===== src/rtl/reorder_buffer.sv =====
// reorder_buffer: in-order commit buffer; allocates slots at decode, completes out of order, retires at head.
module reorder_buffer #(
  parameter int ENTRIES = 8,
  parameter int ID_W    = 3,
  parameter int DATA_W  = 16,
  parameter int ADDR_W  = 3
) (
  input  logic              clk,
  input  logic              reset,
  input  logic              alloc_en,
  output logic [ID_W-1:0]   tail,
  output logic              full,
  output logic              empty,
  input  logic              wb_valid,
  input  logic [ID_W-1:0]   wb_slot_id,
  input  logic [ADDR_W-1:0] wb_addr,
  input  logic [DATA_W-1:0] wb_result,
  input  logic              wb_we,
  input  logic              wb_exception,
  input  logic [15:0]       wb_pc,
  output logic              commit_valid,
  output logic              commit_we,
  output logic [ADDR_W-1:0] commit_addr,
  output logic [DATA_W-1:0] commit_result,
  output logic              exc_flush,
  output logic [15:0]       exc_pc
);
  localparam int CW = ID_W + 1;
  logic [ENTRIES-1:0] allocQ, doneQ;
  logic [ADDR_W-1:0]  addrQ   [ENTRIES];
  logic [DATA_W-1:0]  resultQ [ENTRIES];
  logic [15:0]        pcQ     [ENTRIES];
  logic [ENTRIES-1:0] weQ, excQ;
  logic [ID_W-1:0]    head;
  logic [CW-1:0]      count;
  logic               retire, retireExc, allocOk, wbOk;
  assign full      = count == CW'(ENTRIES);
  assign empty     = count == '0;
  assign retire    = allocQ[head] & doneQ[head];
  assign retireExc = retire & excQ[head];
  // a retiring exception squashes anything arriving in the same cycle
  assign allocOk   = alloc_en & ~full & ~retireExc;
  assign wbOk      = wb_valid & allocQ[wb_slot_id] & ~doneQ[wb_slot_id] & ~retireExc;
  always_ff @(posedge clk) begin
    if (wbOk) begin
      addrQ[wb_slot_id]   <= wb_addr;
      resultQ[wb_slot_id] <= wb_result;
      pcQ[wb_slot_id]     <= wb_pc;
      weQ[wb_slot_id]     <= wb_we;
      excQ[wb_slot_id]    <= wb_exception;
    end
  end
  always_ff @(posedge clk or negedge reset) begin
    if (!reset) begin
      allocQ        <= '0;
      doneQ         <= '0;
      head          <= '0;
      tail          <= '0;
      count         <= '0;
      commit_valid  <= 1'b0;
      commit_we     <= 1'b0;
      commit_addr   <= '0;
      commit_result <= '0;
      exc_flush     <= 1'b0;
      exc_pc        <= '0;
    end else begin
      commit_valid  <= retire;
      commit_we     <= retire & weQ[head] & ~excQ[head];
      commit_addr   <= retire ? addrQ[head] : '0;
      commit_result <= retire ? resultQ[head] : '0;
      exc_flush     <= retireExc;
      exc_pc        <= retireExc ? pcQ[head] : '0;
      if (retireExc) begin
        allocQ <= '0;
        doneQ  <= '0;
        head   <= tail;
        count  <= '0;
      end else begin
        if (allocOk) begin
          allocQ[tail] <= 1'b1;
          doneQ[tail]  <= 1'b0;
          tail         <= tail + 1'b1;
        end
        if (wbOk) doneQ[wb_slot_id] <= 1'b1;
        if (retire) begin
          allocQ[head] <= 1'b0;
          doneQ[head]  <= 1'b0;
          head         <= head + 1'b1;
        end
        count <= count + CW'(allocOk) - CW'(retire);
      end
    end
  end
endmodule


===== config.mk =====
export PLATFORM = sky130hd
export DESIGN_NAME = reorder_buffer
export DESIGN_NICKNAME = d
export VERILOG_FILES = /design/src/rtl/reorder_buffer.sv
export SDC_FILE = /design/constraint.sdc
export NUM_CORES = 1
export LEC_CHECK = 0
export CAP_MARGIN = 20
export CELL_PAD_IN_SITES_DETAIL_PLACEMENT = 1
export CELL_PAD_IN_SITES_GLOBAL_PLACEMENT = 2
export CORE_MARGIN = 3
export CORE_UTILIZATION = 30
export CTS_BUF_LIST = sky130_fd_sc_hd__clkbuf_2 sky130_fd_sc_hd__clkbuf_4 sky130_fd_sc_hd__clkbuf_8
export CTS_CLUSTER_DIAMETER = 100
export DETAILED_ROUTE_END_ITERATION = 8
export PLACE_DENSITY_LB_ADDON = 0.25
export SLEW_MARGIN = 20
export SYNTH_ARGS = -nofsm -noshare
export SYNTH_HDL_FRONTEND = slang
export SYNTH_SLANG_ARGS = --single-unit

===== constraint.sdc =====
create_clock -name clk -period 10.29 [get_ports clk]
set_clock_uncertainty 0.15 [all_clocks]
set_input_delay 2.058 -clock clk [delete_from_list [all_inputs] [get_ports clk]]
set_output_delay 2.058 -clock clk [all_outputs]
set_load 0.1 [all_outputs]

==> results.toml <==
[status]
outcome = "finished, final reports clean"

[critical_path]
required_ps = 8080
r2r_start = "head[1]"
endpoint_kind = "output port"
path_class = "reg2out"
r2r_cells = 12
crit_arrival_ps = 2890
start_kind = "register"
r2r_slack_ps = 6070
r2r-end = "count[2]"
cp_max_fo = 8

[global_route]
grt.busiest_layer = "met2"
grt_pass1_vias = 8395
grt_pass1_wl_mm = 52.4
grtUsageTotal = 0.148
grt_max_degree = 65
grtUsageMet1 = 0.196
grt-ovfl-total = 0
antenna_found_initial = 0
met3_usage = 0.0266
met2_usage = 0.249

[drt]
ant_nets = 0
drt-initial-drc-count = 468
route.detailed.drc = 0
first_pass_iters = 4
wirelength_mm = 34.4
wl_per_cell_um = 22.3
vias = 7509
post_drt_via_cell_ratio = 4.87

[clock_tree]
cts.clk_slew.worst_paths_ps = 60
cts_buffers = 59
cts_tree = "yes"
clock_latency_ps = 640
root_buffer = "clkbuf_8"
ctsResizeCount = 0
cts_num_sinks = 360
h-tree-depth = 2
clock_path_buffers = 3
holdBufCountCts = 0
cts_setup_buffers = 0

[pwr]
powerDensity_mw_per_mm2 = 260
irDropWorstVdd_mv = 0.0908
power_uw = 4180
leakagePower_uw = 0.00544

[logic_synthesis]
yosysWarnings = 0
yosys.cell_types.count = 53
synth_top_family_by_area = "compound AO/OA/AOI/OAI gates"
synth_mux_area_frac = 0.0174
synth_seq_cells = 360
ys_async_sr_fraction = 0.178
synthCells = 785
avgSynthCellArea_um2 = 16.9
synth-xor-area-share = 0.00265
synthAdderAreaFrac = 0.00907
ys_seq_area_frac = 0.792
synth_edf_count = 296
ys.flop_type = "edfxtp_1"
synthSimpleGateAreaFrac = 0.0587
syn-cell-area_mm2 = 0.0132
synth_fp_nets = 838
synth_compound_area_frac = 0.100

[sta]
max_clock_freq_mhz = 196
slew-limit-headroom = 0.338
grt_setup_unrepaired = "no"
worstMarginPinSlew_ps = 990
min_period_over_period = 0.496
setup_ws_ps = 5190
tns_ps = 0
setup_violations = 0
finalCriticalPeriod_ps = 5100
hold_viol = 0
drv_slew = 0

[placed_design]
io_buffers = 86
place_hpwl_mm = 18.9
place_ws_ps = 4610
place_congestion = 0.785

[final_layout]
seqCellArea_mm2 = 0.0105
n_fill_cell = 4419
area.growth.synth_to_final_pct = 21.5
antennaDiodeCount = 0
drive_gt1_frac = 0.153
layout.nets = 962
layout_common_cells = "edfxtp_1, o22ai_1, clkdlybuf4s50_1"
multiInputGateArea_mm2 = 0.00256
final_common_cell = "edfxtp_1"

[die]
core_area_mm2 = 0.0434
die_w_um = 216
start_util = 0.305
dieArea_mm2 = 0.0467
die_h_um = 216
top_level_ports = 87
rows = 76

[hold_path]
hold_end = "allocQ[7]"
hp-class = "reg2reg"
min_from = "allocQ[7]"
whs_path_depth = 2

[run]
maxCapViolCount = 0
==> final cells by class <==
class                   instances  area share
flip-flops and latches        360       0.652
multi-input cells             370       0.159
clock buffers                  82      0.0632
repair buffers                105      0.0622
well taps                     585      0.0455
clock inverters                28      0.0147
inverters                      13     0.00303
==> power breakdown <==
| part | switching, µW | internal, µW | leakage, µW |
|---|---|---|---|
| registers | 90.1 | 1670 | 0.00351 |
| clock network | 568 | 741 | 0.000665 |
| logic | 761 | 344 | 0.00126 |
==> worst max-delay path, stage by stage, from the launching register on <==
cell             delay (ps)
dfrtp_1                 350
inv_1                   100
ha_1                    150
nor3b_2                 430
clkdlybuf4s50_1        1230
==> flip-flops by register name, indices dropped and copies added (netlist names), 4 cells and up <==
signal / flops
pcQ: 128
count: 4
excQ: 8
addrQ: 24
weQ: 8
exc_pc: 16
allocQ: 8
doneQ: 8
resultQ: 128
commit_result: 16
==> routing by layer <==
metal / routed length (µm) / vias up
met5: 0 / -
met4: 776 / 0
met3: 1190 / 56
met2: 16700 / 143
met1: 15700 / 3883
li1: - / 3427
==> through the flow <==
| stage | instances | instance area (µm²) | hold WS, ps | utilization |
|---|---|---|---|---|
| finish | 1543 | 16100 | 392 | 0.371 |
| global route | 1543 | 16100 | 449 | 0.371 |
| CTS | 1543 | 16100 | 394 | 0.371 |
| detailed placement | 1433 | 14800 | 379 | 0.342 |
| global placement | 1432 | 14800 | 378 | 0.342 |
| floorplan | 785 | 13200 | 328 | - |
==> how the worst max path moves through the flow <==
stage / from / slack, ps / to / cells after the start
6_report: count[2] / 5190 / full / 4
5_1_grt: count[2] / 4990 / full / 4
4_1_cts: count[2] / 5080 / full / 4
3_5_place_dp: wb_slot_id[1] / 4610 / resultQ[2][12] / 8
3_3_place_gp: wb_slot_id[1] / 4620 / resultQ[0][11] / 7
2_1_floorplan: wb_slot_id[1] / 4690 / addrQ[4][0] / 6
==> cells by family (layout without fill, tap and decap cells) <==
family | after synthesis | in the layout
buf+inv | 55 | 228
mux | 18 | 18
xor+xnor | 4 | 4
simple gates | 148 | 148
compound gates | 191 | 191
flops | 360 | 360
fa+ha+maj | 9 | 9
==> synthesized netlist by cell type (all sizes together), types with 4 or more instances <==
library cell / number / area, µm²
edfxtp: 296 / 8890
o22ai: 115 / 719
dfrtp: 64 / 1600
nor2: 50 / 188
buf: 31 / 170
nand2: 18 / 67.6
o221ai: 17 / 149
nor4: 15 / 93.8
o22a: 15 / 131
inv: 13 / 48.8
or4: 12 / 90.1
clkbuf: 11 / 41.3
a21oi: 10 / 50.1
and3: 10 / 62.6
and2: 9 / 56.3
ha: 8 / 100
mux2i: 8 / 80.1
nand2b: 8 / 57.6
nor3: 8 / 40.0
o21ai: 8 / 40.0
a221oi: 7 / 67.6
mux2: 7 / 82.6
nor2b: 6 / 37.5
xnor2: 4 / 35.0
(Power assumes the default switching activity.)
